$ cat src/rtl/ps2_pkg.sv
// Shared PS/2 definitions: transmitter state encoding, common host commands
// and the odd-parity helper used when a command byte is latched.
package ps2_pkg;

  typedef enum logic [2:0] {
    ST_IDLE,
    ST_INHIBIT,
    ST_REQ,
    ST_SEND,
    ST_ACK,
    ST_RELEASE
  } ps2_tx_state_t;

  localparam logic [7:0] PS2_CMD_LED    = 8'hED;
  localparam logic [7:0] PS2_CMD_RESET  = 8'hFF;
  localparam logic [7:0] PS2_CMD_ENABLE = 8'hF4;

  // Parity bit value that makes the 9-bit data+parity word have odd weight.
  function automatic logic odd_parity(input logic [7:0] d);
    return ~^d;
  endfunction

endpackage

$ cat src/rtl/ps2_clk_filter.sv
// PS/2 clock glitch filter (4-sample agreement) with a one-cycle pulse on
// each filtered falling edge. Shared by the host transmitter and the receiver.
module ps2_clk_filter (
  input  logic clk,
  input  logic res,
  input  logic ps2_clk,
  output logic filt,
  output logic fedge
);

  logic [3:0] shreg;

  always_ff @(posedge clk or posedge res) begin
    if (res) begin
      shreg <= 4'hF;
      filt  <= 1'b1;
      fedge <= 1'b0;
    end else begin
      shreg <= {shreg[2:0], ps2_clk};
      fedge <= filt && (shreg == 4'h0);
      if (shreg == 4'hF)
        filt <= 1'b1;
      else if (shreg == 4'h0)
        filt <= 1'b0;
    end
  end

endmodule

$ cat src/rtl/ps2_host_tx.sv
// Host-to-device PS/2 command transmitter: inhibit, request-to-send, clocked
// out by the device, ACK check, with an overall timeout. Open-drain enables.
module ps2_host_tx
  import ps2_pkg::*;
#(
  parameter int INHIBIT_CYCLES = 2400,
  parameter int TIMEOUT_CYCLES = 48000
) (
  input  logic       clk,
  input  logic       res,
  input  logic [7:0] tx_data,
  input  logic       tx_start,
  input  logic       kbd_clk,
  input  logic       kbd_dat,
  output logic       kbd_clk_oe,
  output logic       kbd_dat_oe,
  output logic       tx_busy,
  output logic       tx_done,
  output logic       tx_error
);

  localparam int INH_W = $clog2(INHIBIT_CYCLES + 1);
  localparam int TO_W  = $clog2(TIMEOUT_CYCLES + 1);

  logic             filt;
  logic             fedge;
  logic [1:0]       dat_sync;
  logic             dat_s;
  ps2_tx_state_t    state;
  logic [7:0]       sh;
  logic             par;
  logic [3:0]       bitcnt;
  logic [INH_W-1:0] inh_cnt;
  logic [TO_W-1:0]  to_cnt;
  logic             active;
  logic             timeout;

  ps2_clk_filter u_clk_filter (
    .clk     (clk),
    .res     (res),
    .ps2_clk (kbd_clk),
    .filt    (filt),
    .fedge   (fedge)
  );

  always_ff @(posedge clk or posedge res) begin
    if (res)
      dat_sync <= 2'b11;
    else
      dat_sync <= {dat_sync[0], kbd_dat};
  end

  assign dat_s = dat_sync[1];

  // The timeout window covers everything up to the ACK sample; RELEASE is exempt.
  assign active  = (state == ST_INHIBIT) || (state == ST_REQ) ||
                   (state == ST_SEND)    || (state == ST_ACK);
  assign timeout = active && (to_cnt >= TO_W'(TIMEOUT_CYCLES - 1));

  always_ff @(posedge clk or posedge res) begin
    if (res) begin
      state      <= ST_IDLE;
      sh         <= 8'h00;
      par        <= 1'b0;
      bitcnt     <= 4'd0;
      inh_cnt    <= '0;
      to_cnt     <= '0;
      kbd_clk_oe <= 1'b0;
      kbd_dat_oe <= 1'b0;
      tx_busy    <= 1'b0;
      tx_done    <= 1'b0;
      tx_error   <= 1'b0;
    end else begin
      tx_done  <= 1'b0;
      tx_error <= 1'b0;
      if (active && (to_cnt != {TO_W{1'b1}}))
        to_cnt <= to_cnt + 1'b1;

      if (timeout) begin
        state      <= ST_IDLE;
        kbd_clk_oe <= 1'b0;
        kbd_dat_oe <= 1'b0;
        tx_busy    <= 1'b0;
        tx_error   <= 1'b1;
      end else begin
        case (state)
          ST_IDLE: begin
            if (tx_start) begin
              sh         <= tx_data;
              par        <= odd_parity(tx_data);
              bitcnt     <= 4'd0;
              inh_cnt    <= '0;
              to_cnt     <= '0;
              kbd_clk_oe <= 1'b1;
              kbd_dat_oe <= 1'b0;
              tx_busy    <= 1'b1;
              state      <= ST_INHIBIT;
            end
          end
          ST_INHIBIT: begin
            if (inh_cnt >= INH_W'(INHIBIT_CYCLES - 1)) begin
              kbd_dat_oe <= 1'b1;
              state      <= ST_REQ;
            end else begin
              inh_cnt <= inh_cnt + 1'b1;
            end
          end
          ST_REQ: begin
            kbd_clk_oe <= 1'b0;
            state      <= ST_SEND;
          end
          ST_SEND: begin
            if (fedge) begin
              if (bitcnt <= 4'd7)
                kbd_dat_oe <= ~sh[bitcnt[2:0]];
              else if (bitcnt == 4'd8)
                kbd_dat_oe <= ~par;
              else
                kbd_dat_oe <= 1'b0;
              bitcnt <= bitcnt + 1'b1;
              if (bitcnt == 4'd9)
                state <= ST_ACK;
            end
          end
          ST_ACK: begin
            if (fedge) begin
              if (dat_s)
                tx_error <= 1'b1;
              else
                tx_done <= 1'b1;
              state <= ST_RELEASE;
            end
          end
          ST_RELEASE: begin
            if (filt && dat_s) begin
              tx_busy <= 1'b0;
              state   <= ST_IDLE;
            end
          end
          default: state <= ST_IDLE;
        endcase
      end
    end
  end

endmodule

$ cat config.mk
export PLATFORM = sky130hd
export DESIGN_NAME = ps2_host_tx
export DESIGN_NICKNAME = d
export VERILOG_FILES = /design/src/rtl/ps2_pkg.sv /design/src/rtl/ps2_clk_filter.sv /design/src/rtl/ps2_host_tx.sv
export SDC_FILE = /design/constraint.sdc
export NUM_CORES = 1
export LEC_CHECK = 0
export ABC_AREA = 1
export CORE_AREA = 2 2 82 84
export CTS_CLUSTER_SIZE = 12
export DETAILED_ROUTE_END_ITERATION = 8
export DIE_AREA = 0 0 84 86
export PLACE_DENSITY = 0.79
export SYNTH_ARGS = -nofsm -noshare
export SYNTH_HDL_FRONTEND = slang
export SYNTH_SLANG_ARGS = --single-unit
$ cat constraint.sdc
create_clock -name clk -period 2.33 [get_ports clk]
set_clock_uncertainty 0.1 [all_clocks]
set_input_delay 0.3495 -clock clk [delete_from_list [all_inputs] [get_ports clk]]
set_output_delay 0.3495 -clock clk [all_outputs]
set_load 0.03 [all_outputs]
==> flow_summary.json <==
{
  "vias": 2769,
  "core_area_mm2": 0.00628,
  "avgSynthCellArea_um2": 7.68,
  "post_cts_buffers": 0,
  "synthArstFlopShare": 1.00,
  "p_per_area_mw_per_mm2": 1020,
  "die_h_um": 86,
  "finalCritPeriodShare": 0.864,
  "ys.flop_type": "dfrtp_1",
  "nets": 465,
  "reg2regPathDepth": 12,
  "clock-root-buffer": "clkbuf_8",
  "total_power_mw": 3.81,
  "cp_max_fo": 16,
  "wire_per_inst_um": 12.3,
  "worstHoldPathType": "flop to flop",
  "numPortBuffers": 17,
  "drt_iter0_drc": 147,
  "fillers": 531,
  "diodes": 0,
  "gr-usage-all-layers": 0.197,
  "cts_tree": "yes",
  "ir_worst_vdd_mv": 0.615,
  "p_leak_nw": 1.74,
  "relSlewSlack": 0.572,
  "setup-tns-final_ns": 0,
  "synth_top_area_frac": 0.386,
  "dr.pass1.iters": 4,
  "synth.top_cells.by_count": "nand2_1, dfrtp_1, inv_1, nor2_1, nand3_1",
  "ctsHoldBuffers": 0,
  "start_util": 0.516,
  "fmax_mhz": 497,
  "final_max_slew_viol_count": 0,
  "worst_slew_pin_slew_ns": 0.641,
  "setup_viol": 0,
  "routed_via_density": 5.23,
  "postRouteAntennaNets": 0,
  "synth_seq_cells": 57,
  "cts_num_sinks": 57,
  "hold_violations": 0,
  "status": "completed",
  "die_area_mm2": 0.00722,
  "grt_remaining_overflow": 0,
  "cts_resized": 0,
  "synth.largest_area_cell": "dfrtp_1",
  "synth_edf_count": 0,
  "netlist_area_mm2": 0.00324,
  "grt_pass1_vias": 2629,
  "end_kind": "flop",
  "wl_um": 6480,
  "drive_gt1_frac": 0.122,
  "rows": 29,
  "clock_path_buffers": 2,
  "synth_area_leaders": "dfrtp_1, nand2_1, nand3_1",
  "max-cap-violations": 0,
  "critPathRequiredTime_ns": 2.51,
  "syn-num-nets": 440,
  "synth.distinct_cells": 36,
  "htree_levels": 3,
  "dp_hpwl_um": 4540,
  "cts.clk_slew.worst_paths_ns": 0.06,
  "whs_path_depth": 0,
  "yosys_warnings": 0,
  "start_kind": "flop",
  "synth_cells": 422,
  "insertion_delay_ns": 0.34,
  "area_delta_synth_final_pct": 15.5,
  "synth_seq_area_share": 0.443,
  "worstSetupPathType": "flop to flop",
  "place.gp.congestion": 0.874,
  "rsz0062_at_grt": "false",
  "yosys.cell_count.top_type": "nand2_1",
  "io_pins": 18,
  "drc_errors": 0,
  "finalCriticalPeriod_ns": 2.01,
  "die_w_um": 84,
  "cts_made_buffers": 9,
  "grt_pass1_wl_um": 11600,
  "arrival_ns": 2.19,
  "antenna_found_initial": 0,
  "grt_max_degree": 58
}
-- cells by family after synthesis --
group / Yosys count / share of synthesized area
AOI/OAI and AO/OA: 49 / 0.0872
xor gates and xnor gates: 18 / 0.0486
adders and majority gates: 5 / 0.0193
buffers and inverters: 51 / 0.0652
DFF: 57 / 0.443
and+or+nand+nor: 242 / 0.337
-- cell usage in the layout (no fill, tap or decap), drive strengths merged, types with 7 or more instances in the layout --
| master | netlist | final |
|---|---|---|
| clkdlybuf4s50 | 0 | 17 |
| dfstp | 7 | 7 |
| xor2 | 10 | 10 |
| nand2 | 132 | 132 |
| nand3 | 39 | 39 |
| nand4 | 8 | 8 |
| nor2 | 44 | 44 |
| a21oi | 14 | 14 |
| nor3 | 9 | 9 |
| inv | 44 | 44 |
| dfrtp | 50 | 50 |
| clkbuf | 0 | 11 |
| o21ai | 29 | 29 |
| xnor2 | 8 | 8 |
-- worst paths after layout --
check | from | to | slack (ns)
worst max-delay path | to_cnt[0] | inh_cnt[11] | 0.32
worst min-delay path | dat_sync[0] | dat_sync[1] | 0.26
worst max register to register | to_cnt[0] | inh_cnt[11] | 0.32
worst min register to register | dat_sync[0] | dat_sync[1] | 0.26
max in group asynchronous | res | u_clk_filter.filt | 1.54
min in group asynchronous | res | inh_cnt[6] | 0.27
-- metal layers --
layer  track usage  wire length [um]  up-vias
li1              -                 -     1413
met1         0.248              2930     1286
met2         0.343              3220       59
met3        0.0318               250       11
met4        0.0762                85        0
met5             0                 0        -
-- area by class of cell --
class                           instances  area (um2)  share of cell area
Multi-Input combinational cell        314        1600               0.426
Sequential cell                        57        1440               0.383
Tap cell                               77        96.3              0.0257
Clock inverter                          5         103              0.0274
Timing Repair Buffer                   20         205              0.0548
Inverter                               45         169              0.0451
Clock buffer                           11         141              0.0378
-- report_power, final --
part	total [mW]	switching [mW]	internal (mW)
clock	1.14	0.399	0.738
combinational	1.32	0.879	0.441
sequential	1.35	0.169	1.18
total	3.81	1.45	2.36
-- critical path, cell delays in order, from the launching register on --
cell,delay (ns)
dfrtp_1,0.41
ha_1,0.22
inv_1,0.11
nor2_2,0.06
nand2_1,0.09
nand2_1,0.07
nand2_2,0.11
nand2_4,0.08
nand2_4,0.14
nand3_4,0.21
inv_2,0.21
nand2_1,0.08
nand2_1,0.06
-- through the flow --
stage	worst slack, ns	cell area (um2)	std cells	hold slack, ns	util
floorplan	0.492	3240	422	0.245	-
global placement	0.372	3500	513	0.247	0.558
detailed placement	0.334	3500	513	0.250	0.558
CTS	0.309	3740	529	0.259	0.597
global route	0.0891	3740	529	0.261	0.597
finish	0.318	3740	529	0.257	0.597
-- state kept, by name, summed over array words and instances (netlist names), 2 cells and up --
register,count
inh_cnt,12
u_clk_filter.shreg,4
to_cnt,16
sh,8
dat_sync,2
bitcnt,4
state,3
No activity file was read; power rests on OpenSTA's default activity.
==> RTL change (config.mk and constraints unchanged) <==
Set the parameter `INHIBIT_CYCLES` to 1200 (it was 2400).
--- a/src/rtl/ps2_host_tx.sv
+++ b/src/rtl/ps2_host_tx.sv
@@ -5,3 +5,3 @@
 #(
-  parameter int INHIBIT_CYCLES = 2400,
+  parameter int INHIBIT_CYCLES = 1200,
   parameter int TIMEOUT_CYCLES = 48000
Formal check against the unedited RTL: no difference found for any inputs over 10 cycles, from zero or initial values; that may be too few to reach the edited logic, so the function may still have changed.
==> RTL change against the unedited design <==
- hold slack lost 0.00099 ns
- non-clock buffer count did not move
- die area unchanged
- core utilization is 1.0 points lower
- sequential share of layout area about the same
- sequential cell count fell by 1
- first-iteration DRC count increased by 42%
- routed wire length grew 5.9%
- area after synthesis grew 2.1%
- power fell by 6.4%
- design area decreased by 1.7%
- setup slack gained 0.019 ns
- critical path type unchanged
==> RTL change: results (changes against the unedited design) <==
* Largest fanout of any net on the critical path: 8 (was 16)
- Length in cells of the worst reg-to-reg path: 9 (was 12)
- The worst setup path endpoint is bitcnt[0]$_DFFE_PP0P_ (was inh_cnt[11]$_DFFE_PP0P_).
- The via density per instance came to 5.44 (was 5.23).
- Post-Place Cells: 522 (was 513)
* Launch point of the worst path: state[1]$_DFFE_PP0P_ (was to_cnt[0]$_DFF_PP0_)
- The count of nets after finishing is 470 (was 465).
- H-Tree Level Count: 2 (was 3)
- The largest net degree at the start of global routing was 37 (was 58).
- The first-pass iteration count of the detailed router came to 5 (was 4).
* Fin cells: 530 (was 529)
- The instance area at placement came to 3580 sq um (was 3500 sq um).
* Layout cells sized above 1: 13.2% (was 12.2%)
- The global routing usage on met1 was 26.1% (was 24.8%).
* RR Startpoint: state[1]$_DFFE_PP0P_ (was to_cnt[0]$_DFF_PP0_)
- Average size of a mapped cell: 7.70 sq um (was 7.68 sq um)
- The worst-margin pin slew is 0.481 ns (was 0.641 ns).
- The proportion of synthesized chip area in sequential cells is 42.6% (was 44.3%).
* Met1 layer wirelength in the final routing: 3000 um (was 2930 um)
* Peak VDD IR: 580 uV (was 615 uV)
- Leakage power of the design: 1.68 nW (was 1.74 nW)
- Count of routing violations after the opening detailed-route iteration: 209 (was 147)
- Global routing usage on met3: 3.08% (was 3.18%)
- The total wire length came to 6860 um (was 6480 um).
- The post-DP HPWL is 5080 um (was 4540 um).
* Worst min-delay path category: input port to asynchronous set/reset pin (was register to register)
- The fraction of met2 tracks used by global routing is 37.7% (was 34.3%).
* Leading registers by flop count: to_cnt x16, inh_cnt x11, sh x8 (was to_cnt x16, inh_cnt x12, sh x8)
* Clock transition at the registers of the reported paths: 0.11 ns (was 0.06 ns)
- The number of clock buffers inserted by TritonCTS came to 5 (was 9).
- Vias in the first global route: 2866 (was 2629)
* Routed length on met3: 302 um (was 250 um)
- The met2 wirelength from detailed routing is 3470 um (was 3220 um).
- Wire length of the first global-routing pass: 12400 um (was 11600 um)
- Result of the run: completed (unchanged).
-- RTL change: cell type report --
class,count,share of cell area [%]
inverter,53,5.47
tap,77,2.62
sequential,56,38.3
clock inverter,3,0.918
clock buffer,5,1.87
timing repair buffer,20,5.58
multi-input combinational,316,45.2
-- RTL change: how the worst min path moves through the flow --
stage                                     start                     end  slack [ns]
after global routing      dat_sync[0]$_DFF_PP1_   dat_sync[1]$_DFF_PP1_        0.27
after CTS                                   res  inh_cnt[7]$_DFFE_PP0P_        0.27
after global placement    dat_sync[0]$_DFF_PP1_   dat_sync[1]$_DFF_PP1_        0.25
after detailed placement  dat_sync[0]$_DFF_PP1_   dat_sync[1]$_DFF_PP1_        0.25
after floorplan           dat_sync[0]$_DFF_PP1_   dat_sync[1]$_DFF_PP1_        0.25
final                                       res  inh_cnt[7]$_DFFE_PP0P_        0.26
-- RTL change: kinds of logic after synthesis --
logic type      count (synthesis)  synth area share (%)
xor+xnor                       19                  5.03
compound gates                 49                  9.15
simple gates                  243                  34.2
buf+inv                        58                  7.14
flops                          56                  42.6
fa+ha+maj                       5                  1.89
-- RTL change: power by group --
group	leakage [nW]	switching, mW	internal, mW
Sequential	0.728	0.180	1.19
Clock	0.0515	0.357	0.227
Combinational	0.900	1.08	0.527
-- RTL change: stage by stage --
| step | setup slack (ns) | total power [mW] |
|---|---|---|
| 2_1_floorplan | 0.481 | 2.64 |
| 3_3_place_gp | 0.430 | 2.94 |
| 3_5_place_dp | 0.358 | 2.99 |
| 4_1_cts | 0.317 | 3.58 |
| 5_1_grt | 0.0931 | 3.86 |
| 6_report | 0.337 | 3.56 |
